**config.mk**
```make
export PLATFORM = sky130hd
export DESIGN_NAME = pwm_multi_channel
export DESIGN_NICKNAME = d
export VERILOG_FILES = /design/src/rtl/pwm_pkg.sv /design/src/rtl/pwm_core.sv /design/src/rtl/pwm_multi_channel.sv
export SDC_FILE = /design/constraint.sdc
export NUM_CORES = 1
export LEC_CHECK = 0
export ABC_AREA = 1
export CORE_ASPECT_RATIO = 0.75
export CORE_MARGIN = 3
export CORE_UTILIZATION = 35
export CTS_CLUSTER_DIAMETER = 50
export DETAILED_ROUTE_END_ITERATION = 16
export MAX_ROUTING_LAYER = met4
export PLACE_DENSITY = 0.52
export SYNTH_ARGS = -nofsm -noshare
export SYNTH_HDL_FRONTEND = slang
export SYNTH_HIERARCHICAL = 1
export SYNTH_SLANG_ARGS = --single-unit
```
**constraint.sdc**
```tcl
create_clock -name clock -period 7.7 [get_ports clock]
set_clock_uncertainty 0.05 [all_clocks]
set_input_delay 2.31 -clock clock [delete_from_list [all_inputs] [get_ports clock]]
set_output_delay 2.31 -clock clock [all_outputs]
set_load 0.1 [all_outputs]
```
**src/rtl/pwm_pkg.sv**
```systemverilog
// Shared types and helpers for the multi-channel PWM generator.
// Contents:
//   PWM_CNT_W_DEF / PWM_PRESC_W_DEF - default counter and prescaler widths
//   pwm_mode_e                      - edge- or center-aligned counting
//   pwm_cfg_t                       - channel configuration record at default widths
//   PWM_DIR_UP / PWM_DIR_DOWN       - center-mode count direction encoding
//   pwm_ch_w()                      - width of a channel index, at least one bit
package pwm_pkg;

    localparam int PWM_CNT_W_DEF   = 16;
    localparam int PWM_PRESC_W_DEF = 8;

    typedef enum logic {
        PWM_EDGE   = 1'b0,
        PWM_CENTER = 1'b1
    } pwm_mode_e;

    typedef struct packed {
        logic [PWM_CNT_W_DEF-1:0]   period;
        logic [PWM_CNT_W_DEF-1:0]   duty;
        logic [PWM_PRESC_W_DEF-1:0] presc;
        pwm_mode_e                  mode;
        logic                       pol;
    } pwm_cfg_t;

    localparam logic PWM_DIR_UP   = 1'b0;
    localparam logic PWM_DIR_DOWN = 1'b1;

    // A single-channel build still needs a one-bit channel select port.
    function automatic int pwm_ch_w(input int n);
        return (n > 1) ? $clog2(n) : 1;
    endfunction

endpackage

```
**src/rtl/pwm_core.sv**
```systemverilog
// One PWM channel: shadow and active configuration, prescaler, up or
// up/down counter, compare stage and registered pad outputs.
// Ports:
//   i_clock, i_rst            - block clock, asynchronous active-high reset
//   i_en                      - channel enable
//   i_we                      - shadow write strobe (already decoded for this channel)
//   i_period/i_duty/i_presc   - shadow values; i_presc is divisor minus one
//   i_mode, i_pol             - 0 edge / 1 center, 1 inverts the output
//   o_pwm, o_oe, o_done       - registered output, output enable, update-event pulse
module pwm_core
    import pwm_pkg::*;
#(
    parameter int CNT_W   = PWM_CNT_W_DEF,
    parameter int PRESC_W = PWM_PRESC_W_DEF
) (
    input  logic               i_clock,
    input  logic               i_rst,
    input  logic               i_en,
    input  logic               i_we,
    input  logic [CNT_W-1:0]   i_period,
    input  logic [CNT_W-1:0]   i_duty,
    input  logic [PRESC_W-1:0] i_presc,
    input  logic               i_mode,
    input  logic               i_pol,
    output logic               o_pwm,
    output logic               o_oe,
    output logic               o_done
);

    typedef struct packed {
        logic [CNT_W-1:0]   period;
        logic [CNT_W-1:0]   duty;
        logic [PRESC_W-1:0] presc;
        pwm_mode_e          mode;
        logic               pol;
    } ch_cfg_t;

    ch_cfg_t            r_shd;
    ch_cfg_t            r_act;
    ch_cfg_t            w_cfg_in;
    logic [PRESC_W-1:0] r_presc_cnt;
    logic [CNT_W-1:0]   r_cnt;
    logic [CNT_W-1:0]   w_cnt_nxt;
    logic               r_dir;
    logic               w_dir_nxt;
    logic               w_tick;
    logic               w_event;
    logic               r_pwm;
    logic               r_oe;
    logic               r_done;

    // Pack the incoming configuration fields into one record.
    always_comb begin
        w_cfg_in.period = i_period;
        w_cfg_in.duty   = i_duty;
        w_cfg_in.presc  = i_presc;
        w_cfg_in.mode   = pwm_mode_e'(i_mode);
        w_cfg_in.pol    = i_pol;
    end

    // Next counter value, direction and update event for the current tick.
    always_comb begin
        w_tick    = (r_presc_cnt >= r_act.presc);
        w_cnt_nxt = r_cnt;
        w_dir_nxt = r_dir;
        w_event   = 1'b0;
        case (r_act.mode)
            PWM_EDGE: begin
                if (r_cnt >= r_act.period) begin
                    w_cnt_nxt = {CNT_W{1'b0}};
                    w_event   = 1'b1;
                end else begin
                    w_cnt_nxt = r_cnt + CNT_W'(1);
                end
            end
            PWM_CENTER: begin
                if (r_act.period == {CNT_W{1'b0}}) begin
                    w_event = 1'b1;
                end else if (r_dir == PWM_DIR_UP) begin
                    if (r_cnt >= r_act.period) begin
                        // Peak: turn around; with period 1 the turn lands on the bottom.
                        w_cnt_nxt = r_act.period - CNT_W'(1);
                        w_dir_nxt = PWM_DIR_DOWN;
                        w_event   = (r_act.period == CNT_W'(1));
                    end else begin
                        w_cnt_nxt = r_cnt + CNT_W'(1);
                    end
                end else begin
                    if (r_cnt <= CNT_W'(1)) begin
                        w_event = 1'b1;
                    end else begin
                        w_cnt_nxt = r_cnt - CNT_W'(1);
                    end
                end
            end
            default: begin
                w_event = 1'b1;
            end
        endcase
        // Every period restarts from the bottom counting up.
        if (w_event) begin
            w_cnt_nxt = {CNT_W{1'b0}};
            w_dir_nxt = PWM_DIR_UP;
        end else begin
            w_cnt_nxt = w_cnt_nxt;
        end
    end

    // Shadow register: captures host writes at any time.
    always_ff @(posedge i_clock or posedge i_rst) begin
        if (i_rst) begin
            r_shd <= '0;
        end else if (i_we) begin
            r_shd <= w_cfg_in;
        end
    end

    // Active configuration, prescaler, counter and registered outputs.
    always_ff @(posedge i_clock or posedge i_rst) begin
        if (i_rst) begin
            r_act       <= '0;
            r_presc_cnt <= {PRESC_W{1'b0}};
            r_cnt       <= {CNT_W{1'b0}};
            r_dir       <= PWM_DIR_UP;
            r_pwm       <= 1'b0;
            r_oe        <= 1'b0;
            r_done      <= 1'b0;
        end else if (!i_en) begin
            // Idle: track the shadow so a restart uses the latest settings.
            r_act       <= r_shd;
            r_presc_cnt <= {PRESC_W{1'b0}};
            r_cnt       <= {CNT_W{1'b0}};
            r_dir       <= PWM_DIR_UP;
            r_pwm       <= r_shd.pol;
            r_oe        <= 1'b0;
            r_done      <= 1'b0;
        end else begin
            r_oe   <= 1'b1;
            r_done <= w_tick & w_event;
            if (w_tick) begin
                r_presc_cnt <= {PRESC_W{1'b0}};
                r_pwm       <= (r_cnt < r_act.duty) ^ r_act.pol;
                r_cnt       <= w_cnt_nxt;
                r_dir       <= w_dir_nxt;
                if (w_event) begin
                    r_act <= r_shd;
                end
            end else begin
                r_presc_cnt <= r_presc_cnt + PRESC_W'(1);
            end
        end
    end

    assign o_pwm  = r_pwm;
    assign o_oe   = r_oe;
    assign o_done = r_done;

endmodule

```
**src/rtl/pwm_multi_channel.sv**
```systemverilog
// N-channel PWM generator top: decodes the shadow write strobe to the
// addressed channel and instantiates one pwm_core per channel.
// Ports:
//   clock, rst_i        - block clock, asynchronous active-high reset
//   en_i[NUM_CH]        - per-channel enable
//   cfg_we_i, cfg_ch_i  - shadow write strobe and target channel (out-of-range ignored)
//   cfg_period_i, cfg_duty_i, cfg_presc_i, cfg_mode_i, cfg_pol_i - shadow values
//   pwm_o, oe_o         - registered pad outputs and output enables
//   period_done_o       - one-cycle pulse per channel update event
module pwm_multi_channel
    import pwm_pkg::*;
#(
    parameter  int NUM_CH  = 4,
    parameter  int CNT_W   = PWM_CNT_W_DEF,
    parameter  int PRESC_W = PWM_PRESC_W_DEF,
    localparam int CH_W    = pwm_ch_w(NUM_CH)
) (
    input  logic               clock,
    input  logic               rst_i,
    input  logic [NUM_CH-1:0]  en_i,
    input  logic               cfg_we_i,
    input  logic [CH_W-1:0]    cfg_ch_i,
    input  logic [CNT_W-1:0]   cfg_period_i,
    input  logic [CNT_W-1:0]   cfg_duty_i,
    input  logic [PRESC_W-1:0] cfg_presc_i,
    input  logic               cfg_mode_i,
    input  logic               cfg_pol_i,
    output logic [NUM_CH-1:0]  pwm_o,
    output logic [NUM_CH-1:0]  oe_o,
    output logic [NUM_CH-1:0]  period_done_o
);

    logic [NUM_CH-1:0] w_we;

    for (genvar g = 0; g < NUM_CH; g++) begin : g_ch
        assign w_we[g] = cfg_we_i && (cfg_ch_i == CH_W'(g));

        pwm_core #(
            .CNT_W   (CNT_W),
            .PRESC_W (PRESC_W)
        ) u_core (
            .i_clock  (clock),
            .i_rst    (rst_i),
            .i_en     (en_i[g]),
            .i_we     (w_we[g]),
            .i_period (cfg_period_i),
            .i_duty   (cfg_duty_i),
            .i_presc  (cfg_presc_i),
            .i_mode   (cfg_mode_i),
            .i_pol    (cfg_pol_i),
            .o_pwm    (pwm_o[g]),
            .o_oe     (oe_o[g]),
            .o_done   (period_done_o[g])
        );
    end

endmodule

```
# After elaboration in Yosys (flattened, before gate mapping)
# Cells that the tools add are included.
[word_totals]
in_bits = 51
word_cells = 280
reg_bits = 448
out_inout_bits = 12
[classes]
mux = 120
n_lt_le_gt_ge = 16
add_sub_neg = 16
n_eq_ne = 31
bitwise = 12
reduce_logical = 21
[ops]
columns = ["cell", "n"]
rows = [
  ["$mux 16", 32],
  ["$mux 42", 12],
  ["$pmux 16 s2", 4],
  ["$sub 16x1->16 const B", 8],
  ["$add 16x1->16 const B", 4],
  ["$eq 16x1->1 const B", 4],
  ["$ge 16x16->1", 4],
  ["$le 16x1->1 const B", 4],
  ["$logic_not 16->1", 4],
  ["$lt 16x16->1", 4],
  ["$mux 8", 8],
  ["$mux 1", 60],
  ["$add 8x1->8 const B", 4],
  ["$ge 8x8->1", 4],
  ["$reduce_and 3->1", 8],
  ["$ne 5x5->1 const B", 4],
  ["$ne 2x1->1 const B", 8],
  ["$ne 4x4->1 const B", 4],
  ["$ne 3x1->1 const B", 4],
  ["$ne 3x2->1 const B", 4],
  ["$pmux 1 s2", 4],
  ["$reduce_and 2->1", 4],
  ["$and 1x1->1", 4],
  ["$eq 2x2->1 const B", 2],
  ["other kinds (5)", 14],
]

# Longest topological paths before layout
# Gate-level depths: netlist of the first run.
[logic_depth]
word_depth = 8
ltp_mapped = 19
ltp_nobuf = 18

# By module
# Netlist of the first run, hierarchy kept.
[modules_own_cells]
columns = ["mod", "seq_area_each_um2", "cells_each", "area_per_inst_um2", "n_inst"]
rows = [
  ["pwm_core (g_ch[0].u_core ...)", 2802.7, 842, 6849.1, 3],
  ["pwm_core (g_ch[3].u_core)", 2802.7, 852, 6895.4, 1],
  ["pwm_multi_channel", 0.0, 8, 30.0, 1],
]

# Worst setup path after synthesis of the first run
# Ideal clock, no wire load.
[synth_path]
path_type = "input to register"
start = "input cfg_ch_i[0]"
end = "register g_ch[2].u_core/r_shd[0] (netlist name)"
slack_ns = 4.149
setup_ns = 0.125
path_buffers = 2
stages = 6
t_arrival_ns = 3.376
required_time_ns = 7.525
path_cell_list = "inv_1 nand2_1 nor2_1 clkbuf_1 clkbuf_1 mux2_2"
[synth_between]
elab_chain_len = 2
[synth_lines]
columns = ["item", "line", "text"]
rows = [
  ["start, declared", "pwm_multi_channel.sv:22", "input logic [CH_W-1:0] cfg_ch_i,"],
  ["$eq 2x2->1", "pwm_multi_channel.sv:36", "assign w_we[g] = cfg_we_i && (cfg_ch_i == CH_W'(g));"],
  ["$logic_and 1x1->1", "pwm_multi_channel.sv:36", ""],
  ["net w_we[2]", "pwm_multi_channel.sv:33", "logic [NUM_CH-1:0] w_we;"],
  ["end signal, assigned", "pwm_core.sv:114", "r_shd <= w_cfg_in;"],
  ["end, declared", "pwm_core.sv:38", "ch_cfg_t r_shd;"],
]
# The timed path passes the listed nets, and every way through them passes these cells.
# A chain may end at the register's enable or synchronous reset.

# Final worst setup path of the first run
[layout_path]
start = "input en_i[3]"
end = "register g_ch[3].u_core/r_act[29] (netlist name)"
[layout_between]
elab_chain_len = 2
elab_cells_between_ends = 4
classes_between = "eq/ne (2); mux (1); reduce/logical (1)"
[layout_lines]
columns = ["item", "line", "text"]
rows = [
  ["start, declared", "pwm_multi_channel.sv:20", "input logic [NUM_CH-1:0] en_i,"],
  ["$ne 2x1->1 (no source line)", "n/a", ""],
  ["$reduce_and 2->1 (no source line)", "n/a", ""],
  ["end signal, assigned", "pwm_core.sv:130", "r_act <= r_shd;"],
  ["end signal, assigned", "pwm_core.sv:146", "r_act <= r_shd;"],
  ["end, declared", "pwm_core.sv:39", "ch_cfg_t r_act;"],
]
# Parallel ways exist; a longest one is shown, timed or not.

==> out/results.ini, run 1 <==
[outcome]
status=completed

[route]
vias_per_cell=5.07
drt-total-wl_mm=78.7
wl_per_cell_um=17.7
drtPass1Iterations=6
drc_errors=0
ant_nets=0
vias=22582
drt-initial-drc-count=1958

[clocking]
numCtsBuffers=51
path_clk_slew_ps=60
ctsHoldBuffers=0
htreeDepth=2
clk_latency_ps=620
cts_setup_buffers=0
cts_resized=0
clock_path_buffers=3
cts_tree=built
cts_root_buf=clkbuf_16
numClockSinks=448

[synth]
synth_cells=3386
ys_seq_area_share_pct=40.8
syn_area_per_cell_um2=8.11
synth_top_area_cell=dfrtp_1
ys_warn_count=6
synth_edf_count=0
yosysTopAreaCellShare_pct=40.8
postSynth.asyncResetShare_pct=100
synth_area_leaders=dfrtp_1, nand2_1, nand3_1, ha_1, mux2_2
synthFlopType=dfrtp_1
ys_seq_elements=448
synth_cell_types=43
syn-cell-area_um2=27500
synth.net_count=3617

[floorplan]
dieHeight_um=249
initial_utilization_pct=35.5
rows=88
die_w_um=330
io_pins=63
design.core.area_um2=77300
die_area_um2=81900

[global_routing]
grt_pass1_vias=21261
grt_overflow=0
antenna_found_initial=1
grt_pass1_wl_mm=124
grt_max_degree=82
grtUsageMet1_pct=30.3
busiest_layer=met1
use_met3_pct=4.15
grt_usage_pct=19.6
grt_use_met2_pct=26.2

[sta]
maxSlewHeadroom_pct=25.9
finalHoldViolCount=0
fin_crit_ps=4550
tightest_slew_ps=1110
setup_viol=0
fmax_ghz=0.220
slew_viol_final=0
rsz0062_at_grt=false
fin_tns_setup_ps=0
timing.final.crit_share_pct=59.1
worst_slack_ps=3150

[placement]
port_buffers=62
dp.cells=4362
hpwlAfterDp_mm=56.3
dp_slack_ps=2520
placed_area_um2=28800
place_congestion=0.885

[critical_path]
critPathKind=in -> reg
worst_setup_path_start_kind=input pin
cp.arrival_ps=5040
required_ps=8190
endpoint_kind=flip-flop
worst-path-max-fanout=43

[finish]
finalNetCount=3611
design_area_um2=30500
layoutNonFillerInstCount=4457
syn2layout_area_growth_pct=10.9
drive_above_1_share_pct=10.1

[power]
power_w=0.00966
leakagePower_nw=15.1
ir_worst_vdd_mv=0.208
powerDensity_nw_per_um2=317

[job]
max-cap-violations=0

[hold_path]
hold_path_class=reg -> reg

[worst max-delay path: stages]
cell and delay [ps]:
clkdlybuf4s50_1 990, nand3_2 800, nand2_4 690, nand2_1 110
nand2_1 80
[synthesized netlist by cell type (6+ instances only)]
cell / number
a21oi_1: 110
mux2_2: 168
nand3_1: 459
nand2_2: 9
nand2_1: 887
o21bai_1: 13
nand4_1: 98
o211ai_1: 8
xor2_1: 82
o21ai_0: 76
nand2_4: 12
inv_1: 332
nor2_1: 214
nor3_1: 34
buf_2: 38
dfrtp_1: 448
buf_6: 17
or2_2: 8
ha_1: 180
nor2_2: 8
clkinv_1: 7
a31oi_1: 6
buf_4: 19
nand3b_1: 12
xnor2_1: 6
nor3b_1: 11
clkbuf_1: 58
nand3_2: 6
[registers in the layout, summed over array words and instances (netlist names)]
name / cells
g_ch.u_core/r_dir: 4
g_ch.u_core/r_presc_cnt: 32
g_ch.u_core/r_cnt: 64
g_ch.u_core/o_done: 4
g_ch.u_core/r_shd: 168
g_ch.u_core/r_act: 168
g_ch.u_core/o_pwm: 4
g_ch.u_core/o_oe: 4
[where the power goes]
part           total (W)  internal [W]  switching, W
clock            0.00245       0.00138       0.00107
sequential       0.00356       0.00298      0.000583
combinational    0.00365       0.00121       0.00243
[layer usage]
| layer | vias up | wire length, um |
|---|---|---|
| met5 | - | 0 |
| met4 | 0 | 1030 |
| met3 | 69 | 5240 |
| met2 | 496 | 31400 |
| met1 | 10843 | 41000 |
| li1 | 11174 | - |
[cells by family (layout without fill, tap and decap cells)]
logic type / count (synthesis) / in the layout / share of synthesized area, %
other cells: 0 / 3 / 0
buf+inv: 479 / 512 / 7.44
simple gates: 1780 / 1780 / 28.9
xor+xnor: 88 / 88 / 2.81
flops: 448 / 448 / 40.8
fa+ha+maj: 180 / 180 / 8.20
mux: 168 / 168 / 6.89
compound gates: 243 / 243 / 4.97
[area by class of cell]
type	count	area (um^2)
Inverter	342	1290
Fill cell	8036	46800
Clock inverter	23	240
Clock buffer	69	1420
Timing Repair Buffer	78	741
Sequential cell	448	11200
Antenna cell	3	7.51
Tap cell	1035	1290
Multi-Input combinational cell	2459	14300
[final timing paths]
| check | start | end | slack, ps | cells past startpoint |
|---|---|---|---|---|
| max | en_i[3] | g_ch[3].u_core/r_act[29] | 3150 | 5 |
| max in group asynchronous | rst_i | g_ch[2].u_core/r_act[32] | 3720 | 3 |
| max reg2reg | g_ch[3].u_core/r_cnt[9] | g_ch[3].u_core/r_act[29] | 3720 | 14 |
| min reg2reg | g_ch[2].u_core/r_act[25] | g_ch[2].u_core/r_act[25] | 420 | 2 |
| min in group asynchronous | rst_i | g_ch[1].u_core/r_shd[25] | 2280 | 2 |
| min | g_ch[2].u_core/r_act[25] | g_ch[2].u_core/r_act[25] | 420 | 2 |
[stage by stage]
stage	hold slack, ps	util [%]
after floorplan	392	-
after global routing	436	39.4
final	418	39.4
after CTS	425	39.4
after global placement	404	37.3
after detailed placement	409	37.3
[layout by cell type (no fill, tap or decap), types with 8 or more instances in the layout]
master / instances
o211ai_1: 8
nand3_1: 458
mux2_2: 168
nand3b_1: 12
nand2_1: 887
nor2_2: 8
o21bai_1: 13
clkbuf_16: 51
or2_2: 8
dfrtp_1: 448
clkbuf_1: 10
nand2_4: 12
clkbuf_8: 8
nor2_1: 210
xor2_1: 82
ha_1: 180
buf_4: 16
o21ai_0: 76
inv_1: 328
nor3b_1: 11
nor2_4: 9
nor3_1: 34
nand2_2: 9
a21oi_1: 110
nand4_1: 98
clkdlybuf4s50_1: 62
No activity file was read; power rests on OpenSTA's default activity.
==> inputs of run 2 (changes only) <==
Settings changed: PLACE_DENSITY 0.52 to 0.54.
Clock period 7.7 ns to 4.1 ns, I/O delays scaled along.
==> run 2 against run 1 <==
  * Flip-flop and latch count stayed put
  * Global-route usage up 0.31 points
  * Cell area rose by 1.5%
  * Total power grew 90%
  * Sequential share of layout area shrank 0.54 points
  * Critical path depth fell by 4
  * Via count rose by 1.7%
  * Non-clock buffer count rose by 43
  * Sequential power is 87% higher
  * Combinational power is 93% higher
  * Die area unchanged
  * First-iteration DRC count increased by 3.8%
==> out/results.ini, run 2 (synthesized netlist as in run 1, its figures left out) <==
[route]
vias=22970  ; was 22,582
drt-total-wl_mm=79.2  ; was 78.7 mm
drt-initial-drc-count=2032  ; was 1,958
wl_per_cell_um=17.6  ; was 17.7 um
ant_nets=0  ; unchanged
drtPass1Iterations=5  ; was 6
drc_errors=0  ; unchanged
vias_per_cell=5.11  ; was 5.07

[power]
powerDensity_nw_per_um2=595  ; was 317 nW/um^2
p_comb_share_pct=38.3  ; was 37.7%
p_sw_share_pct=42.0  ; was 42.3%
leakagePower_nw=15.3  ; was 15.1 nW
intPower_w=0.0107  ; was 0.00558 W
ir_worst_vdd_mv=0.291  ; was 0.208 mV
power_frac_seq_pct=36.2  ; was 36.9%
power.switching_w=0.00773  ; was 0.00409 W
p_clk_share_pct=25.5  ; was 25.4%

[global_routing]
grt_max_degree=113  ; was 82
grt_pass1_wl_mm=127  ; was 124 mm
use_met3_pct=4.07  ; was 4.15%
antenna_found_initial=9  ; was 1
grt_use_met2_pct=26.7  ; was 26.2%
grt_pass1_vias=22086  ; was 21,261
grtUsageMet1_pct=30.8  ; was 30.3%
busiest_layer=met1  ; unchanged
grt_overflow=0  ; unchanged
grt_usage_pct=19.9  ; was 19.6%

[sta]
timing.final.crit_share_pct=83.3
setup_viol=0  ; unchanged
hold_ws_ps=418  ; about the same
worst_slack_ps=683  ; was 3150 ps
tightest_slew_ps=991  ; was 1110 ps
fin_tns_setup_ps=0  ; unchanged
maxSlewHeadroom_pct=33.7  ; was 25.9%
fin_crit_ps=3420
fmax_ghz=0.293
rsz0062_at_grt=false  ; unchanged
slew_viol_final=0  ; unchanged
finalHoldViolCount=0  ; unchanged

[finish]
drive_above_1_share_pct=11.3  ; was 10.1%
syn2layout_area_growth_pct=12.5  ; was 10.9%
layoutNonFillerInstCount=4496  ; was 4,457
finalNetCount=3653  ; was 3,611
nFillCells=7993  ; was 8,036
layout.cells.most_common=nand2_1  ; unchanged
final_cell_mix=nand2_1, nand3_1, dfrtp_1, inv_1, nor2_1  ; unchanged
reg.largest.list=g_ch.u_core/r_act: 168 flops, g_ch.u_core/r_shd: 168 flops, g_ch.u_core/r_cnt: 64 flops  ; unchanged
final_core_utilization_pct=40.0  ; was 39.4%

[hold_path]
hold_path_class=reg -> reg  ; unchanged

[clocking]
cts_setup_buffers=0  ; unchanged
cts_root_buf=clkbuf_16  ; unchanged
cts_resized=0  ; unchanged
cts_tree=built  ; unchanged
path_clk_slew_ps=70  ; was 60 ps
numCtsBuffers=50  ; was 51
ctsHoldBuffers=0  ; unchanged
clock_path_buffers=3  ; unchanged
numClockSinks=448  ; unchanged
htreeDepth=2  ; unchanged
clk_latency_ps=620  ; about the same

[floorplan]
initial_utilization_pct=35.5  ; unchanged
die_area_um2=81900  ; unchanged
design.core.area_um2=77300  ; unchanged
io_pins=63  ; unchanged
die_w_um=330  ; unchanged
rows=88  ; unchanged
dieHeight_um=249  ; unchanged

[critical_path]
endpoint_kind=primary output  ; was flip-flop
critical-path-top-delay-family=buffers and inverters  ; was simple AND/OR/NAND/NOR gates
path_buf_inv=1  ; unchanged
max_stage_delay_ps=1140  ; was 990 ps
reg2reg_slack_ps=910  ; was 3720 ps
worst-path-max-fanout=2  ; was 43
cp.arrival_ps=2140  ; was 5040 ps
cp_cell_sequence=clkdlybuf4s50_1  ; was clkdlybuf4s50_1 > nand3_2 > nand2_4 > nand2_1 > nand2_1
required_ps=2820  ; was 8190 ps
slowest_stage=clkdlybuf4s50_1  ; unchanged
worst_setup_path_start_kind=flip-flop  ; was input pin
critPathKind=reg -> out  ; was in -> reg

[job]
max-cap-violations=0  ; unchanged

[placement]
place_congestion=0.891  ; was 0.885
hpwlAfterDp_mm=57.7  ; was 56.3 mm
port_buffers=62  ; unchanged
dp.cells=4405  ; was 4,362
dp_slack_ps=830  ; was 2520 ps

[outcome]
status=completed  ; unchanged

==> run 2: power by group through the flow <==
stage,clock network (W),logic (W),registers (W)
after floorplan,0,0.00537,0.00648
after global placement,0,0.00696,0.00674
after detailed placement,0,0.00702,0.00674
after CTS,0.00484,0.00706,0.00667
after global routing,0.00499,0.00813,0.00683
final,0.00469,0.00706,0.00666
==> run 2: worst paths after layout <==
check | from | endpoint | cells after the start
min | g_ch[0].u_core/r_act[25] | g_ch[0].u_core/r_act[25] | 2
min in group asynchronous | rst_i | g_ch[1].u_core/r_shd[6] | 2
min reg2reg | g_ch[0].u_core/r_act[25] | g_ch[0].u_core/r_act[25] | 2
max in group asynchronous | rst_i | g_ch[1].u_core/r_cnt[6] | 4
max reg2reg | g_ch[3].u_core/r_act[41] | g_ch[3].u_core/r_dir | 12
max | g_ch[2].u_core/o_pwm | pwm_o[2] | 1
==> run 2: through the flow <==
stage / power [W] / instance area [um^2]
6_report: 0.0184 / 30900
5_1_grt: 0.0200 / 30900
4_1_cts: 0.0186 / 30900
3_5_place_dp: 0.0138 / 29200
3_3_place_gp: 0.0137 / 29200
2_1_floorplan: 0.0119 / 27500
==> run 2: cell type report <==
class | count | area, um^2 | share of cell area, %
tap | 1035 | 1290 | 4.19
timing repair buffer | 121 | 1180 | 3.82
multi-input combinational | 2459 | 14300 | 46.1
antenna | 2 | 5.00 | 0.0162
inverter | 342 | 1300 | 4.20
clock inverter | 25 | 280 | 0.906
clock buffer | 64 | 1400 | 4.51
sequential | 448 | 11200 | 36.3
==> run 2: routing by layer <==
layer / share of wire [%] / vias up
met4: 1.3 / 0
met5: 0 / -
met2: 40 / 601
met3: 8.0 / 81
li1: - / 11246
met1: 51 / 11042
==> inputs of run 3 (changes only) <==
Settings changed: PLACE_DENSITY 0.54 to 0.52.
Clock period 4.1 ns to 3.4 ns, I/O delays scaled along.
==> run 3 against run 2 <==
  * Hold slack hardly changed
  * Die area did not move
  * Total power up 23%
  * Clock power grew 25%
  * Sequential share of layout area fell by 0.79 points
  * Global-route usage increased by 0.42 points
  * Register-to-register slack got worse by 520 ps
  * Via count increased by 0.63%
  * Final cell count rose by 1.6%
  * Cell area rose by 2.2%
  * Sequential power rose by 20%
  * Flip-flop and latch count stayed put
  * Critical path type is now reg -> reg
  * Critical endpoint is now g_ch[2].u_core/r_cnt[9]
==> out/results.ini, run 3 (synthesized netlist as in run 1, its figures left out) <==
[power]
power.switching_w=0.00948  ; was 0.00773 W
power_frac_seq_pct=35.1  ; was 36.2%
p_comb_share_pct=39.0  ; was 38.3%
ir_worst_vdd_mv=0.413  ; was 0.291 mV
p_clk_share_pct=25.9  ; was 25.5%
intPower_w=0.0132  ; was 0.0107 W
power_w=0.0227  ; was 0.0184 W
powerDensity_nw_per_um2=718  ; was 595 nW/um^2
p_sw_share_pct=41.8  ; was 42.0%
leakagePower_nw=15.8  ; was 15.3 nW

[floorplan]
io_pins=63  ; unchanged
initial_utilization_pct=35.5  ; unchanged
die_area_um2=81900  ; unchanged
dieHeight_um=249  ; unchanged
design.core.area_um2=77300  ; unchanged
rows=88  ; unchanged
die_w_um=330  ; unchanged

[route]
drtPass1Iterations=6  ; was 5
drt-initial-drc-count=2171  ; was 2,032
drc_errors=0  ; unchanged
vias_per_cell=5.06  ; was 5.11
wl_per_cell_um=17.9  ; was 17.6 um
drt-total-wl_mm=81.9  ; was 79.2 mm
vias=23115  ; was 22,970
ant_nets=0  ; unchanged

[critical_path]
path_buf_inv=3  ; was 1
endpoint_kind=flip-flop  ; was primary output
crit_top_cell=nand2_1
worst-path-max-fanout=12  ; was 2
max_stage_delay_ps=400  ; was 1140 ps
worst_setup_path_start_kind=flip-flop  ; unchanged
slowest_stage=a21oi_1  ; was clkdlybuf4s50_1
reg2reg_slack_ps=390  ; was 910 ps
required_ps=3880  ; was 2820 ps
cp.arrival_ps=3490  ; was 2140 ps
critPathKind=reg -> reg  ; was reg -> out
critical-path-top-delay-family=compound AO/OA/AOI/OAI gates  ; was buffers and inverters
cp_cell_sequence=inv_1 > ha_1 > nand2_1 > o21ai_0 > a21oi_2 > nand3_2 > clkinv_1 > nand2_1 > a21oi_1 > buf_4 > nand3_1 > nand2_1  ; was clkdlybuf4s50_1

[global_routing]
grt_max_degree=51  ; was 113
grt_overflow=0  ; unchanged
antenna_found_initial=5  ; was 9
grt_pass1_vias=21881  ; was 22,086
grt_pass1_wl_mm=128  ; was 127 mm
grt_usage_pct=20.4  ; was 19.9%

[job]
max-cap-violations=0  ; unchanged

[sta]
fmax_ghz=0.332
fin_tns_setup_ps=0  ; unchanged
finalHoldViolCount=0  ; unchanged
maxSlewHeadroom_pct=53.5  ; was 33.7%
setup_viol=0  ; unchanged
hold_ws_ps=418  ; about the same
slew_viol_final=0  ; unchanged
fin_crit_ps=3010
timing.final.crit_share_pct=88.6
rsz0062_at_grt=false  ; unchanged
tightest_slew_ps=696  ; was 991 ps

[clocking]
path_clk_slew_ps=60  ; was 70 ps
cts_tree=built  ; unchanged
clk_latency_ps=620  ; about the same
numCtsBuffers=51  ; was 50
cts_resized=0  ; unchanged
numClockSinks=448  ; unchanged
clock_path_buffers=3  ; unchanged
cts_root_buf=clkbuf_16  ; unchanged
cts_setup_buffers=0  ; unchanged
htreeDepth=2  ; unchanged
ctsHoldBuffers=0  ; unchanged

[finish]
reg.largest.list=g_ch.u_core/r_act: 168 flops, g_ch.u_core/r_shd: 168 flops, g_ch.u_core/r_cnt: 64 flops  ; unchanged
seq_area_um2=11200  ; unchanged
finalNetCount=3718  ; was 3,653
design_area_um2=31600  ; was 30,900 um^2
multiInputGateArea_um2=14300  ; unchanged
nFillCells=8038  ; was 7,993
final_cell_mix=nand2_1, nand3_1, dfrtp_1, inv_1, nor2_1  ; unchanged
drive_above_1_share_pct=13.2  ; was 11.3%
layoutNonFillerInstCount=4569  ; was 4,496
syn2layout_area_growth_pct=15.0  ; was 12.5%
layout.cells.most_common=nand2_1  ; unchanged

[placement]
place_congestion=0.919  ; was 0.891
placed_area_um2=29800  ; was 29,200 um^2
hpwlAfterDp_mm=61.4  ; was 57.7 mm
port_buffers=62  ; unchanged
dp.cells=4469  ; was 4,405

[hold_path]
hold_path_class=reg -> reg  ; unchanged

[outcome]
status=completed  ; unchanged

run 3: changes by cell type in the layout (fill, tap and decap cells not counted), moves of 3 or more:
cell,delta
buf_12,+10
buf_4,+63
diode_2,+4
clkbuf_1,+4
clkdlybuf4s50_1,-9
clkinv_2,-3
run 3: routing by layer:
layer / vias up / part of all wire [%] / routed length, um / global-route usage, %
met5: - / 0 / 0 / -
met4: 0 / 1.3 / 1060 / 3.36
met3: 81 / 6.9 / 5650 / 4.20
met2: 604 / 40 / 32900 / 27.4
met1: 11057 / 52 / 42300 / 31.4
li1: 11373 / - / - / -
run 3: metrics by stage:
step / utilization (%) / setup slack [ps]
global placement: 38.6 / 513
floorplan: - / 973
CTS: 40.9 / 472
detailed placement: 38.6 / 508
global route: 40.9 / 194
finish: 40.9 / 387
run 3: worst min-delay path: stages, from the launching register on:
cell and delay, ps:
dfrtp_1 340, nand2_1 50, nand2_1 50
run 3: layout make-up:
| type | instances | area share (%) |
|---|---|---|
| Inverter | 342 | 4.11 |
| Multi-Input combinational cell | 2459 | 45.1 |
| Clock inverter | 27 | 1.14 |
| Tap cell | 1035 | 4.10 |
| Antenna cell | 6 | 0.0475 |
| Timing Repair Buffer | 185 | 5.58 |
| Clock buffer | 67 | 4.45 |
| Sequential cell | 448 | 35.5 |
run 3: worst paths after layout:
check,cells past startpoint,startpoint,to
setup / recovery,12,g_ch[2].u_core/r_act[41],g_ch[2].u_core/r_cnt[9]
hold reg to reg,2,g_ch[1].u_core/r_act[17],g_ch[1].u_core/r_act[17]
max in group asynchronous,3,rst_i,g_ch[2].u_core/r_act[15]
hold / removal,2,g_ch[1].u_core/r_act[17],g_ch[1].u_core/r_act[17]
min in group asynchronous,2,rst_i,g_ch[1].u_core/r_shd[24]
setup reg to reg,12,g_ch[2].u_core/r_act[41],g_ch[2].u_core/r_cnt[9]
run 3: power groups by stage:
stage                     combinational, W  clock [W]  sequential, W
final                              0.00883    0.00588        0.00797
after floorplan                    0.00648          0        0.00782
after global placement             0.00873          0        0.00807
after CTS                          0.00885    0.00607        0.00797
after detailed placement           0.00880          0        0.00806
after global routing                0.0101    0.00629        0.00816
